==> config.mk <==
export PLATFORM = sky130hd
export DESIGN_NAME = spi_slave_flat
export DESIGN_NICKNAME = d
export VERILOG_FILES = /design/src/rtl/spi_pkg.sv /design/src/rtl/spi_slave_if.sv /design/src/rtl/spi_sync.sv /design/src/rtl/spi_slave.sv /design/src/flat_wrapper.sv
export SDC_FILE = /design/constraint.sdc
export NUM_CORES = 1
export LEC_CHECK = 0
export CORE_ASPECT_RATIO = 1.25
export CORE_MARGIN = 5
export CORE_UTILIZATION = 45
export CTS_CLUSTER_DIAMETER = 30
export DETAILED_ROUTE_END_ITERATION = 6
export MAX_ROUTING_LAYER = met4
export PLACE_DENSITY = 0.69
export SLEW_MARGIN = 10
export SYNTH_ARGS = -nofsm -noshare
export SYNTH_HDL_FRONTEND = slang
export SYNTH_SLANG_ARGS = --single-unit
export TNS_END_PERCENT = 5
==> constraint.sdc <==
create_clock -name clk -period 2.95 [get_ports clk]
set_input_delay 0.4425 -clock clk [delete_from_list [all_inputs] [get_ports clk]]
set_output_delay 0.4425 -clock clk [all_outputs]
set_load 0.03 [all_outputs]
==> src/rtl/spi_pkg.sv <==
// -----------------------------------------------------------------------------
// spi_pkg -- shared definitions for the SPI slave front end.
//   SPI_BYTE_W      : width of one SPI transfer unit (8)
//   SPI_BIT_CNT_W   : width of the in-byte bit counter (3)
//   SPI_CPOL/CPHA   : mode-0 definition (idle-low clock, sample on leading edge)
//   SPI_SCK_IDLE    : synchronizer reset value for sck (idle level)
//   SPI_CS_IDLE     : synchronizer reset value for cs_n (deselected)
//   spi_shift_in()  : MSB-first shift of one received bit into a byte
// -----------------------------------------------------------------------------
`timescale 1ns/1ps
package spi_pkg;

   localparam int SPI_BYTE_W    = 8;
   localparam int SPI_BIT_CNT_W = 3;

   typedef logic [SPI_BYTE_W-1:0]    spi_byte_t;
   typedef logic [SPI_BIT_CNT_W-1:0] spi_bit_cnt_t;

   // Supported SPI modes; only mode 0 is implemented by this block.
   typedef enum logic [1:0] {
      SPI_MODE0 = 2'd0,
      SPI_MODE1 = 2'd1,
      SPI_MODE2 = 2'd2,
      SPI_MODE3 = 2'd3
   } spi_mode_e;

   localparam spi_mode_e SPI_MODE     = SPI_MODE0;
   localparam logic      SPI_CPOL     = 1'b0;
   localparam logic      SPI_CPHA     = 1'b0;
   localparam logic      SPI_SCK_IDLE = SPI_CPOL;
   localparam logic      SPI_CS_IDLE  = 1'b1;

   // Counter value of the last bit of a byte; the edge sampling it wraps to 0.
   localparam spi_bit_cnt_t SPI_LAST_BIT = 3'd7;

   // Shift one serial bit into the LSB, older bits move towards the MSB.
   function automatic spi_byte_t spi_shift_in(input spi_byte_t cur, input logic din);
      return {cur[SPI_BYTE_W-2:0], din};
   endfunction

endpackage : spi_pkg

==> src/rtl/spi_slave_if.sv <==
// -----------------------------------------------------------------------------
// spi_slave_if -- SPI pins plus the controller-side byte handshake.
//   spi_sck, spi_cs_n, spi_mosi : host -> device serial pins (asynchronous)
//   spi_miso                    : device -> host serial data
//   spi_tsx_start               : one-clk pulse per transaction start
//   spi_c_data_in/_stb          : received byte and its one-clk valid strobe
//   spi_c_data_out              : reply byte supplied by the controller
//   spi_miso_oe                 : miso output enable, only with
//                                 SPI_SLAVE_MISO_OE_EN defined
// Modports: slave (the spi_slave block), master (host + controller side).
// -----------------------------------------------------------------------------
`timescale 1ns/1ps
interface spi_slave_if;
   import spi_pkg::*;

   logic      spi_sck;
   logic      spi_cs_n;
   logic      spi_mosi;
   logic      spi_miso;
   logic      spi_tsx_start;
   spi_byte_t spi_c_data_in;
   logic      spi_c_data_stb;
   spi_byte_t spi_c_data_out;
`ifdef SPI_SLAVE_MISO_OE_EN
   logic      spi_miso_oe;
`endif

`ifdef SPI_SLAVE_MISO_OE_EN
   modport slave (
      input  spi_sck, spi_cs_n, spi_mosi, spi_c_data_out,
      output spi_miso, spi_tsx_start, spi_c_data_in, spi_c_data_stb, spi_miso_oe
   );
   modport master (
      output spi_sck, spi_cs_n, spi_mosi, spi_c_data_out,
      input  spi_miso, spi_tsx_start, spi_c_data_in, spi_c_data_stb, spi_miso_oe
   );
`else
   modport slave (
      input  spi_sck, spi_cs_n, spi_mosi, spi_c_data_out,
      output spi_miso, spi_tsx_start, spi_c_data_in, spi_c_data_stb
   );
   modport master (
      output spi_sck, spi_cs_n, spi_mosi, spi_c_data_out,
      input  spi_miso, spi_tsx_start, spi_c_data_in, spi_c_data_stb
   );
`endif

endinterface : spi_slave_if

==> src/rtl/spi_sync.sv <==
// -----------------------------------------------------------------------------
// spi_sync -- single-bit multi-flop synchronizer with edge pulses.
//   clk, rst : system clock, asynchronous active-low reset
//   d        : asynchronous input
//   q        : synchronized level (last synchronizer stage)
//   rise     : one-clk pulse when q goes 0 -> 1
//   fall     : one-clk pulse when q goes 1 -> 0
// STAGES (2..3) sets the synchronizer depth; RST_VAL is the level the chain
// and the edge detector reset to, so releasing reset never shows an edge.
// -----------------------------------------------------------------------------
`timescale 1ns/1ps
module spi_sync #(
   parameter int   STAGES  = 2,
   parameter logic RST_VAL = 1'b0
) (
   input  logic clk,
   input  logic rst,
   input  logic d,
   output logic q,
   output logic rise,
   output logic fall
);

   logic [STAGES-1:0] chain_r;
   logic              prev_r;

   // Synchronizer chain plus a one-clk delayed copy of its output for edges.
   always_ff @(posedge clk or negedge rst) begin
      if (!rst) begin
         chain_r <= {STAGES{RST_VAL}};
         prev_r  <= RST_VAL;
      end else begin
         chain_r <= {chain_r[STAGES-2:0], d};
         prev_r  <= chain_r[STAGES-1];
      end
   end

   assign q    = chain_r[STAGES-1];
   assign rise = chain_r[STAGES-1] & ~prev_r;
   assign fall = ~chain_r[STAGES-1] & prev_r;

endmodule : spi_sync

==> src/rtl/spi_slave.sv <==
// -----------------------------------------------------------------------------
// spi_slave -- mode-0 SPI slave byte engine.
//   clk   : system clock (sck must be at most clk/8)
//   rst   : asynchronous active-low reset
//   bus   : spi_slave_if.slave -- SPI pins and controller byte handshake
// Receives MSB-first bytes on mosi, presents each completed byte with a
// one-clk strobe, and shifts the controller's reply byte out on miso.
// Optional build macro SPI_SLAVE_MISO_OE_EN adds bus.spi_miso_oe, high while
// the synchronized chip select is active.
// -----------------------------------------------------------------------------
`timescale 1ns/1ps
module spi_slave
   import spi_pkg::*;
#(
   parameter int SYNC_STAGES = 2
) (
   input  logic        clk,
   input  logic        rst,
   spi_slave_if.slave  bus
);

   logic sck_q_unused_s;
   logic sck_rise_s;
   logic sck_fall_s;
   logic cs_n_q_s;
   logic cs_rise_unused_s;
   logic cs_fall_s;
   logic mosi_q_s;
   logic mosi_rise_unused_s;
   logic mosi_fall_unused_s;
   logic sample_edge_s;
   logic change_edge_s;

   spi_bit_cnt_t bit_cnt_r;
   spi_byte_t    rx_sr_r;
   spi_byte_t    tx_sr_r;
   spi_byte_t    data_in_r;
   logic         data_stb_r;
   logic         tsx_start_r;
   logic         tx_load_r;

   spi_sync #(.STAGES(SYNC_STAGES), .RST_VAL(SPI_SCK_IDLE)) u_sync_sck (
      .clk  (clk),
      .rst  (rst),
      .d    (bus.spi_sck),
      .q    (sck_q_unused_s),
      .rise (sck_rise_s),
      .fall (sck_fall_s)
   );

   spi_sync #(.STAGES(SYNC_STAGES), .RST_VAL(SPI_CS_IDLE)) u_sync_cs_n (
      .clk  (clk),
      .rst  (rst),
      .d    (bus.spi_cs_n),
      .q    (cs_n_q_s),
      .rise (cs_rise_unused_s),
      .fall (cs_fall_s)
   );

   spi_sync #(.STAGES(SYNC_STAGES), .RST_VAL(1'b0)) u_sync_mosi (
      .clk  (clk),
      .rst  (rst),
      .d    (bus.spi_mosi),
      .q    (mosi_q_s),
      .rise (mosi_rise_unused_s),
      .fall (mosi_fall_unused_s)
   );

   // mosi and sck share the synchronizer depth, so mosi_q_s is aligned with
   // the sampled sck edge. Mode 0 samples on the rising (leading) edge and
   // moves miso on the falling (trailing) edge.
   assign sample_edge_s = (SPI_CPOL ^ SPI_CPHA) ? sck_fall_s : sck_rise_s;
   assign change_edge_s = (SPI_CPOL ^ SPI_CPHA) ? sck_rise_s : sck_fall_s;

   // Receive path, transaction framing and the reply shift register.
   always_ff @(posedge clk or negedge rst) begin
      if (!rst) begin
         bit_cnt_r   <= 3'd0;
         rx_sr_r     <= 8'h00;
         tx_sr_r     <= 8'h00;
         data_in_r   <= 8'h00;
         data_stb_r  <= 1'b0;
         tsx_start_r <= 1'b0;
         tx_load_r   <= 1'b0;
      end else begin
         tsx_start_r <= cs_fall_s;
         data_stb_r  <= 1'b0;
         // Reply is captured one clk after each start/strobe pulse, giving the
         // controller a full registered cycle to present the next byte.
         tx_load_r   <= tsx_start_r | data_stb_r;

         if (cs_fall_s) begin
            bit_cnt_r <= 3'd0;
            rx_sr_r   <= 8'h00;
         end else if (cs_n_q_s) begin
            // Deselected: any partial byte is abandoned and edges are ignored,
            // including a final edge seen in the same clk as deselect.
            bit_cnt_r <= 3'd0;
         end else if (sample_edge_s) begin
            rx_sr_r   <= spi_shift_in(rx_sr_r, mosi_q_s);
            bit_cnt_r <= bit_cnt_r + 3'd1;
            if (bit_cnt_r == SPI_LAST_BIT) begin
               data_in_r  <= spi_shift_in(rx_sr_r, mosi_q_s);
               data_stb_r <= 1'b1;
            end
         end

         // The trailing edge after a completed byte (counter 0) must not shift:
         // the freshly loaded reply's MSB has to be on miso for the next bit.
         if (tx_load_r) begin
            tx_sr_r <= bus.spi_c_data_out;
         end else if (!cs_n_q_s && change_edge_s && (bit_cnt_r != 3'd0)) begin
            tx_sr_r <= {tx_sr_r[SPI_BYTE_W-2:0], 1'b0};
         end
      end
   end

   assign bus.spi_miso       = tx_sr_r[SPI_BYTE_W-1];
   assign bus.spi_tsx_start  = tsx_start_r;
   assign bus.spi_c_data_in  = data_in_r;
   assign bus.spi_c_data_stb = data_stb_r;

`ifdef SPI_SLAVE_MISO_OE_EN
   // Direct copy of the synchronized select flop (reset value deselected).
   assign bus.spi_miso_oe = ~cs_n_q_s;
`endif

endmodule : spi_slave

==> src/flat_wrapper.sv <==
// flat-port wrapper written by rule: the top's interface ports become plain ports
module spi_slave_flat import spi_pkg::*;
#(
   parameter int SYNC_STAGES = 2
)
  (clk, rst, bus_spi_sck, bus_spi_cs_n, bus_spi_mosi, bus_spi_c_data_out, bus_spi_miso, bus_spi_tsx_start, bus_spi_c_data_in, bus_spi_c_data_stb);
  spi_slave_if bus_i ();
  input  logic clk;
  input  logic rst;
  input wire logic [$bits(bus_i.spi_sck)-1:0] bus_spi_sck;
  input wire logic [$bits(bus_i.spi_cs_n)-1:0] bus_spi_cs_n;
  input wire logic [$bits(bus_i.spi_mosi)-1:0] bus_spi_mosi;
  input wire logic [$bits(bus_i.spi_c_data_out)-1:0] bus_spi_c_data_out;
  output wire logic [$bits(bus_i.spi_miso)-1:0] bus_spi_miso;
  output wire logic [$bits(bus_i.spi_tsx_start)-1:0] bus_spi_tsx_start;
  output wire logic [$bits(bus_i.spi_c_data_in)-1:0] bus_spi_c_data_in;
  output wire logic [$bits(bus_i.spi_c_data_stb)-1:0] bus_spi_c_data_stb;
  assign bus_i.spi_sck = bus_spi_sck;
  assign bus_i.spi_cs_n = bus_spi_cs_n;
  assign bus_i.spi_mosi = bus_spi_mosi;
  assign bus_i.spi_c_data_out = bus_spi_c_data_out;
  assign bus_spi_miso = bus_i.spi_miso;
  assign bus_spi_tsx_start = bus_i.spi_tsx_start;
  assign bus_spi_c_data_in = bus_i.spi_c_data_in;
  assign bus_spi_c_data_stb = bus_i.spi_c_data_stb;
  spi_slave #(.SYNC_STAGES(SYNC_STAGES)) u_core (.clk(clk), .rst(rst), .bus(bus_i));
endmodule
==> run summary, run 1 <==
The worst setup path is of the flip-flop to flip-flop kind. The tightest slew margin relative to the limit came out at 0.441. After synthesis, the share of flip-flops with an asynchronous set or reset is 1.00. Broken down by cell family, the worst path's largest delay share belongs to simple AND/OR/NAND/NOR gates. The data arrival time of the worst path came out at 2.13 ns. The starting utilization of the core area is 0.471.

In the finished design, the share of the clock period the worst path needs comes to 0.662. The CTS tree is built. The post-synthesis to final-layout area growth came out at 25.1%. The number of distinct standard cells referenced by the synthesized netlist came out at 21. The worst setup path is captured at a flip-flop.

The number of antenna violations at the first check in global routing is 0. The H-tree was split into 2 levels. The clock latency on the worst-skew pair is 0.29 ns.

After the flow finishes, the layout carries non-filler instances totaling 187. The maximum clock path buffer count is 2. The slew at the pin closest to its max-slew limit came out at roughly 0.84 ns. The final estimated routing congestion in global placement came out at 0.799. The detailed-router iteration count before antenna repair is 4. The number of hold-repair buffers added at the cts stage came out at 0.

The post-route setup TNS is 0 ns. 0 antenna diodes ended up in the layout. In the global route stage, met3 resource usage came out at 0.0552.

STA classifies the critical path startpoint as a flip-flop. The count of final max-slew check failures is 0. The synthesized design contains 37 register bits.

Averaged over all synthesized cells, the footprint is 12.2 sq um. The analysis attributes to cell leakage a power of 0.000850 uW. The global routing stage identified its most utilized layer as met2. The post-layout minimum cycle time came out at 1.95 ns. The HPWL after detailed placement is 1.96 mm. The sequential-to-total area share from yosys stat is 0.608. The number of sinks handled by clock tree synthesis is 37. The class of the worst hold path is flip-flop to flip-flop. The die is roughly 62 microns wide. The startpoint identified for the worst register-to-register timing path is u_core.u_sync_sck.prev_r$_DFF_PN0_. The number of buffers created by CTS came out at 5. The number of buffers inserted to repair setup after CTS is 0. Setup repair after global routing left no endpoint under its margin. For this run, the post-layout net count is approximately 170. The core area is ~3300 sq um.

The count of nets left with antenna violations once routing finished came out at 0. Entering global routing, the biggest net connects 38 pins. The highest cell delay on the worst timing path is roughly 0.73 ns. The run finished with clean final reports. The met2 track demand over resource is 0.235. The post-synthesis instance area came out at between 1500 and 2000 sq um. The global router's overall resource usage came out at 0.151. The first global-routing pass estimated between 5 and 6 mm of wire. The areal power density over the cells is approximately 600 nW/um^2.

The area of combinational cells with multiple inputs is ~560 sq um. The clock edge transition at the registers on the reported setup and hold paths came out at 0.07 ns. The startpoint identified for the worst hold timing path is u_core.u_sync_mosi.chain_r[0]$_DFF_PN0_. The yosys synthesis warning count came out at 0. The number of global-route vias before repair came to approximately 1100. Leaving out fill and tap cells, the most frequent cells in the layout are sky130_fd_sc_hd__dfrtp_1, sky130_fd_sc_hd__clkdlybuf4s50_1, sky130_fd_sc_hd__o21ai_0, sky130_fd_sc_hd__nor2b_1.

The number of resized instances in the post-cts repair step came out at 0. The signal on the critical path passes through nand2b_1 > or4b_4 > mux2_4. The vias after detailed routing is slightly above 1000. The cell chosen for the clock root is sky130_fd_sc_hd__clkbuf_8.

The share of post-route cells with drive strength above 1 is 0.153. The number of placed instances with taps included is 179. In this run the worst path has a maximum fanout of 11. The setup-violating endpoint count in the final report came out at 0.

In this run, synthesis inferred 0 flip-flops with an integrated enable. Counting both buffers and inverters, the worst setup path holds a total of 0. Based on the critical path, the design can be clocked at up to 0.512 GHz. Port buffering added 23 buffers. The slowest cell on the critical path is sky130_fd_sc_hd__or4b_4. The mean number of vias per cell came out at 5.40. The area after detailed placement is 1780 sq um. The worst supply voltage drop on vdd came out at 0.435 mV. The row count is 23. The most critical setup path has its startpoint at u_core.u_sync_sck.prev_r$_DFF_PN0_. Wires add up to roughly 2.9 mm. Among all flip-flop cells after synthesis, the most frequent one is sky130_fd_sc_hd__dfrtp_1. The met1 demand-to-capacity share in global routing is 0.178. The final routed wire length divided by cell count is 15.6 microns. During I/O placement, the number of pins put on the boundary was 24. After the first detailed-routing iteration, the DRC count stood at 31. The die extent in y came out at 75.2 microns. The required time of the worst setup path is 3.12 ns.

The total nets after synthesis came out at 141. The sequential cell area came out at between 900 and 1000 sq um. The number of hold-slack violations in the final timing report came to 0. Across the run, the number of max-cap violations was 0. The die footprint came out at around 4700 sq um. Once layout is done, the placed cells without fillers occupy between 1500 and 2000 sq um. The overflow left after global routing is 0.

For this run, design rule violations remaining after detail routing come to 0. The worst clock skew is roughly 0.0040 ns. Leaving out fill and tap cells, the most frequent cell in the layout is sky130_fd_sc_hd__dfrtp_1.

Synthesis produced a netlist whose cell count is 125. The layout filler cell count came out at approximately 270.
-- area by class of cell --
cell class,count,share of cell area
clock buffers,5,0.0359
clock inverters,3,0.0340
inverters,3,0.00588
multi-input cells,78,0.290
flip-flops and latches,37,0.486
well taps,37,0.0242
repair buffers,24,0.124
-- through the flow --
step	setup WS [ns]	util	total power [uW]	hold WS, ns
2_1_floorplan	1.34	-	607	0.147
3_3_place_gp	1.05	0.548	648	0.338
3_5_place_dp	0.994	0.548	652	0.342
4_1_cts	0.983	0.589	1170	0.358
5_1_grt	0.943	0.589	1210	0.361
6_report	0.998	0.589	1150	0.357
-- where the power goes --
group	internal (uW)	switching, uW	leakage, uW
combinational	39.4	40.3	0.000314
clock	336	177	0.0000681
sequential	537	24.5	0.000468
total	912	242	0.000850
-- sequential cells by signal (all words and copies together) (netlist names) --
register,cells
u_core.tx_load_r,1
u_core.u_sync_cs_n.chain_r,2
u_core.bus.spi_c_data_in,8
u_core.bit_cnt_r,3
u_core.u_sync_cs_n.prev_r,1
u_core.u_sync_mosi.chain_r,2
u_core.u_sync_sck.chain_r,2
u_core.rx_sr_r,7
u_core.bus.spi_c_data_stb,1
u_core.bus.spi_tsx_start,1
u_core.tx_sr_r,8
u_core.u_sync_sck.prev_r,1
-- cell usage after synthesis, types with 3 or more instances --
cell	count	area, sq um
sky130_fd_sc_hd__a21oi_1	7	35.0
sky130_fd_sc_hd__a22oi_1	7	52.6
sky130_fd_sc_hd__a31oi_1	7	43.8
sky130_fd_sc_hd__clkbuf_1	6	22.5
sky130_fd_sc_hd__dfrtp_1	34	851
sky130_fd_sc_hd__dfstp_2	3	78.8
sky130_fd_sc_hd__ha_1	3	37.5
sky130_fd_sc_hd__inv_1	3	11.3
sky130_fd_sc_hd__mux2_4	8	120
sky130_fd_sc_hd__nand2_1	8	30.0
sky130_fd_sc_hd__nor2b_1	9	56.3
sky130_fd_sc_hd__nor3_1	3	15.0
sky130_fd_sc_hd__o21ai_0	16	80.1
-- final timing paths --
| check | end | slack [ns] | cells after the start |
|---|---|---|---|
| setup / recovery | u_core.bus.spi_c_data_in[2]$_DFFE_PN0P_ | 1.0 | 3 |
| hold / removal | u_core.u_sync_mosi.chain_r[1]$_DFF_PN0_ | 0.36 | 0 |
| setup reg to reg | u_core.bus.spi_c_data_in[2]$_DFFE_PN0P_ | 1.0 | 3 |
| hold reg to reg | u_core.u_sync_mosi.chain_r[1]$_DFF_PN0_ | 0.36 | 0 |
| max in group asynchronous | u_core.u_sync_cs_n.chain_r[1]$_DFF_PN1_ | 2.05 | 2 |
| min in group asynchronous | u_core.tx_sr_r[7]$_DFFE_PN0P_ | 0.56 | 2 |
-- logic make-up after synthesis --
logic type      Yosys count  share of synthesized area
compound gates           37                      0.138
mux                      10                     0.0916
xor+xnor                  1                    0.00572
flops                    37                      0.608
buf+inv                  10                     0.0294
fa+ha+maj                 3                     0.0245
simple gates             27                      0.103
-- worst reg2reg max path: stages, from the launching register on --
cell and delay (ns):
sky130_fd_sc_hd__dfrtp_1 0.40, sky130_fd_sc_hd__nand2b_1 0.37, sky130_fd_sc_hd__or4b_4 0.74, sky130_fd_sc_hd__mux2_4 0.34
-- routing by layer --
| layer | vias up | part of all wire |
|---|---|---|
| met5 | - | 0 |
| met4 | 0 | 0.0068 |
| met3 | 2 | 0.048 |
| met2 | 22 | 0.50 |
| met1 | 501 | 0.44 |
| li1 | 484 | - |
No activity file was read; power rests on OpenSTA's default activity.
==> run 2: changes to the inputs <==
Clock period 2.95 ns to 1.9 ns, I/O delays scaled along.
==> run summary, run 2 (same netlist as run 1, synthesis figures left out) <==
The run finished with clean final reports. The number of buffers inserted to repair setup after CTS is 0 (unchanged). The post-route DRC violation count came to 0 (unchanged).

The count of buffer and inverter cells on the critical path is 0 (unchanged). The required time of the worst setup path came out at 2.10 ns (-1.02 ns). The worst supply voltage drop on vdd came to 0.757 mV (+74%). The top achievable clock speed was 0.580 GHz (+13%).

The global-route wire length before repair came to 5.20 mm (-1.8%). The final routed wire length divided by cell count came out at 15.4 microns (-1.7%). The mean number of vias per cell is 5.53 (+2.5%). The post-detailed-routing wire length was 2.89 mm (-1.2%). The number of nets with antenna violations after detailed routing came to 0 (unchanged).

The highest cell delay on the worst timing path is 0.81 ns (+0.08 ns). The number of H-tree levels is 2 (unchanged). The post-synthesis to final-layout area growth came out at 22.7%. The maximum fanout along the worst path came out at 16 (+5). The number of max-capacitance violations reported came out at 0 (unchanged). The logic depth of the worst register-to-register path is 3 (unchanged).

The setup slack after layout is 0.175 ns (-0.823 ns). The critical path goes through nor3b_1 > a22oi_1 > o21ai_0. Setup repair after global routing left no endpoint under its margin. The cell family contributing the most delay on the critical path is simple AND/OR/NAND/NOR gates. The count of input and output buffers was 23 (unchanged). The horizontal die dimension came out at 62.2 microns (unchanged).

The data arrival time of the worst path came to 1.92 ns (-0.21 ns). The tightest slew margin relative to the limit was 0.363 (-0.0772). The number of antenna violations at the first check in global routing came out at 0 (unchanged). The instance count along the most critical hold path was 0 (unchanged). The number of hold-slack violations in the final timing report came out at 0 (unchanged). The reg-to-reg setup timing slack was 0.18 ns (-0.82 ns). The post-layout minimum cycle time came out at 1.72 ns (-0.227 ns). The HPWL after detailed placement is 1.97 mm (+0.48%). The maximum clock path buffer count is 2 (unchanged). The share of total power in combinational logic was 0.081 (+0.012). The DRC violation total after the first TritonRoute iteration came to 47 (+52%). The detailed-router iteration count before antenna repair is 4 (unchanged). The kind of launch point of the worst setup path is a flip-flop.

The number of hold-repair buffers added at the cts stage came to 0 (unchanged). The global router's overall resource usage came out at 0.148 (-0.00291). For this design, the slowest cell found on the critical path is sky130_fd_sc_hd__nor3b_1. The slew at the pin closest to its max-slew limit is 0.953 ns (+0.116 ns). The die footprint came to 4670 sq um (unchanged). The number of primary I/O pins is 24 (unchanged).

The number of cells on the critical path came out at 3 (unchanged). The worst hold margin came out at 0.350 ns (-0.00768 ns). The post-placement setup slack came to 0.227 ns (-0.767 ns). The switching power came to 354 uW (+46%). The die extent in y was 75.2 microns (unchanged). The starting utilization of the core area came out at 0.471 (unchanged).

The tightest min-delay check is of the flip-flop to flip-flop type. The worst clock skew is 0.00643 ns (+0.00248 ns). The register share of total power is 0.564 (+0.078). The critical path is of the flip-flop to flip-flop type.

The share of total power in the clock network came to 0.354 (-0.091). The clock edge transition at the registers on the reported setup and hold paths came to 0.07 ns (about the same). The commonest non-fill, non-tap cell in the layout is sky130_fd_sc_hd__dfrtp_1. The final-stage net count is 166 (+0.61%).

The areal power density over the cells came to 823 nW/um^2 (+37%). The post-route setup TNS is 0 ns (unchanged). CTS placed an instance of sky130_fd_sc_hd__clkbuf_8 at the clock tree root. The internal power contribution is 1190 uW (+31%). The vias after detailed routing is 1040 (+3.1%). The antenna diode count is 0 (unchanged). The overflow left after global routing is 0 (unchanged). The count of final max-slew check failures came out at 0 (unchanged). The layout filler cell count came out at 280 (+4.5%). In the layout the commonest cells are sky130_fd_sc_hd__dfrtp_1, sky130_fd_sc_hd__clkdlybuf4s50_1, sky130_fd_sc_hd__o21ai_0, sky130_fd_sc_hd__nor2b_1. The row count came out at 23 (unchanged). The kind of end point of the critical path is a flip-flop. The setup-violating endpoint count in the final report is 0 (unchanged).

The fraction of power spent switching nets is 0.229 (+0.0190). The number of buffers created by CTS was 5 (unchanged). The post-route fraction of the period consumed by the critical path is 0.908 (+0.246). The clock latency on the worst-skew pair is 0.29 ns (about the same).

The leakage power was 0.000832 uW (-2.1%). The number of resized instances in the post-cts repair step is 0 (unchanged). The share of post-route cells with drive strength above 1 came out at 0.146 (-0.00764). The number of global-route vias before repair came to 1131 (+4.1%).

The maximum number of pins on one net before global-route repair is 38 (unchanged). The final estimated routing congestion in global placement came out at 0.836 (+4.7%). The number of sinks handled by clock tree synthesis is 37 (unchanged).

The CTS tree is built. The core area was 3250 sq um (unchanged).
## run 2: power by group through the flow
stage | Sequential, uW | Clock [uW] | Combinational, uW
after detailed placement | 886 | 0 | 128
final | 872 | 548 | 126
after global routing | 879 | 608 | 144
after CTS | 872 | 570 | 129
after global placement | 883 | 0 | 124
after floorplan | 877 | 0 | 64.6
## run 2: final timing paths
check	startpoint	end
hold reg to reg	u_core.u_sync_sck.chain_r[0]$_DFF_PN0_	u_core.u_sync_sck.chain_r[1]$_DFF_PN0_
min in group asynchronous	rst	u_core.tx_sr_r[7]$_DFFE_PN0P_
max in group asynchronous	rst	u_core.u_sync_cs_n.chain_r[0]$_DFF_PN1_
setup / recovery	u_core.u_sync_cs_n.chain_r[1]$_DFF_PN1_	u_core.rx_sr_r[2]$_DFFE_PN0P_
hold / removal	u_core.u_sync_sck.chain_r[0]$_DFF_PN0_	u_core.u_sync_sck.chain_r[1]$_DFF_PN0_
setup reg to reg	u_core.u_sync_cs_n.chain_r[1]$_DFF_PN1_	u_core.rx_sr_r[2]$_DFFE_PN0P_
## run 2: final cells by class
type / instances / area, sq um / area share
flip-flops and latches: 37 / 930 / 0.495
multi-input cells: 78 / 556 / 0.296
repair buffers: 25 / 245 / 0.131
inverters: 3 / 11.3 / 0.00600
clock buffers: 8 / 90.1 / 0.0480
well taps: 37 / 46.3 / 0.0247
## run 2: metrics by stage
stage | power [uW] | cells | utilization | area (sq um)
after global placement | 1010 | 180 | 0.550 | 1790
after detailed placement | 1010 | 180 | 0.550 | 1790
after global routing | 1630 | 188 | 0.578 | 1880
after floorplan | 942 | 125 | - | 1530
final | 1550 | 188 | 0.578 | 1880
after CTS | 1570 | 188 | 0.578 | 1880
## run 2: metal layers
metal | up-vias | routed length [microns] | GRT usage
met3 | 6 | 158 | 0.0537
met1 | 515 | 1290 | 0.166
met2 | 28 | 1390 | 0.241
li1 | 491 | - | -
met4 | 0 | 51 | 0.0651
met5 | - | 0 | -
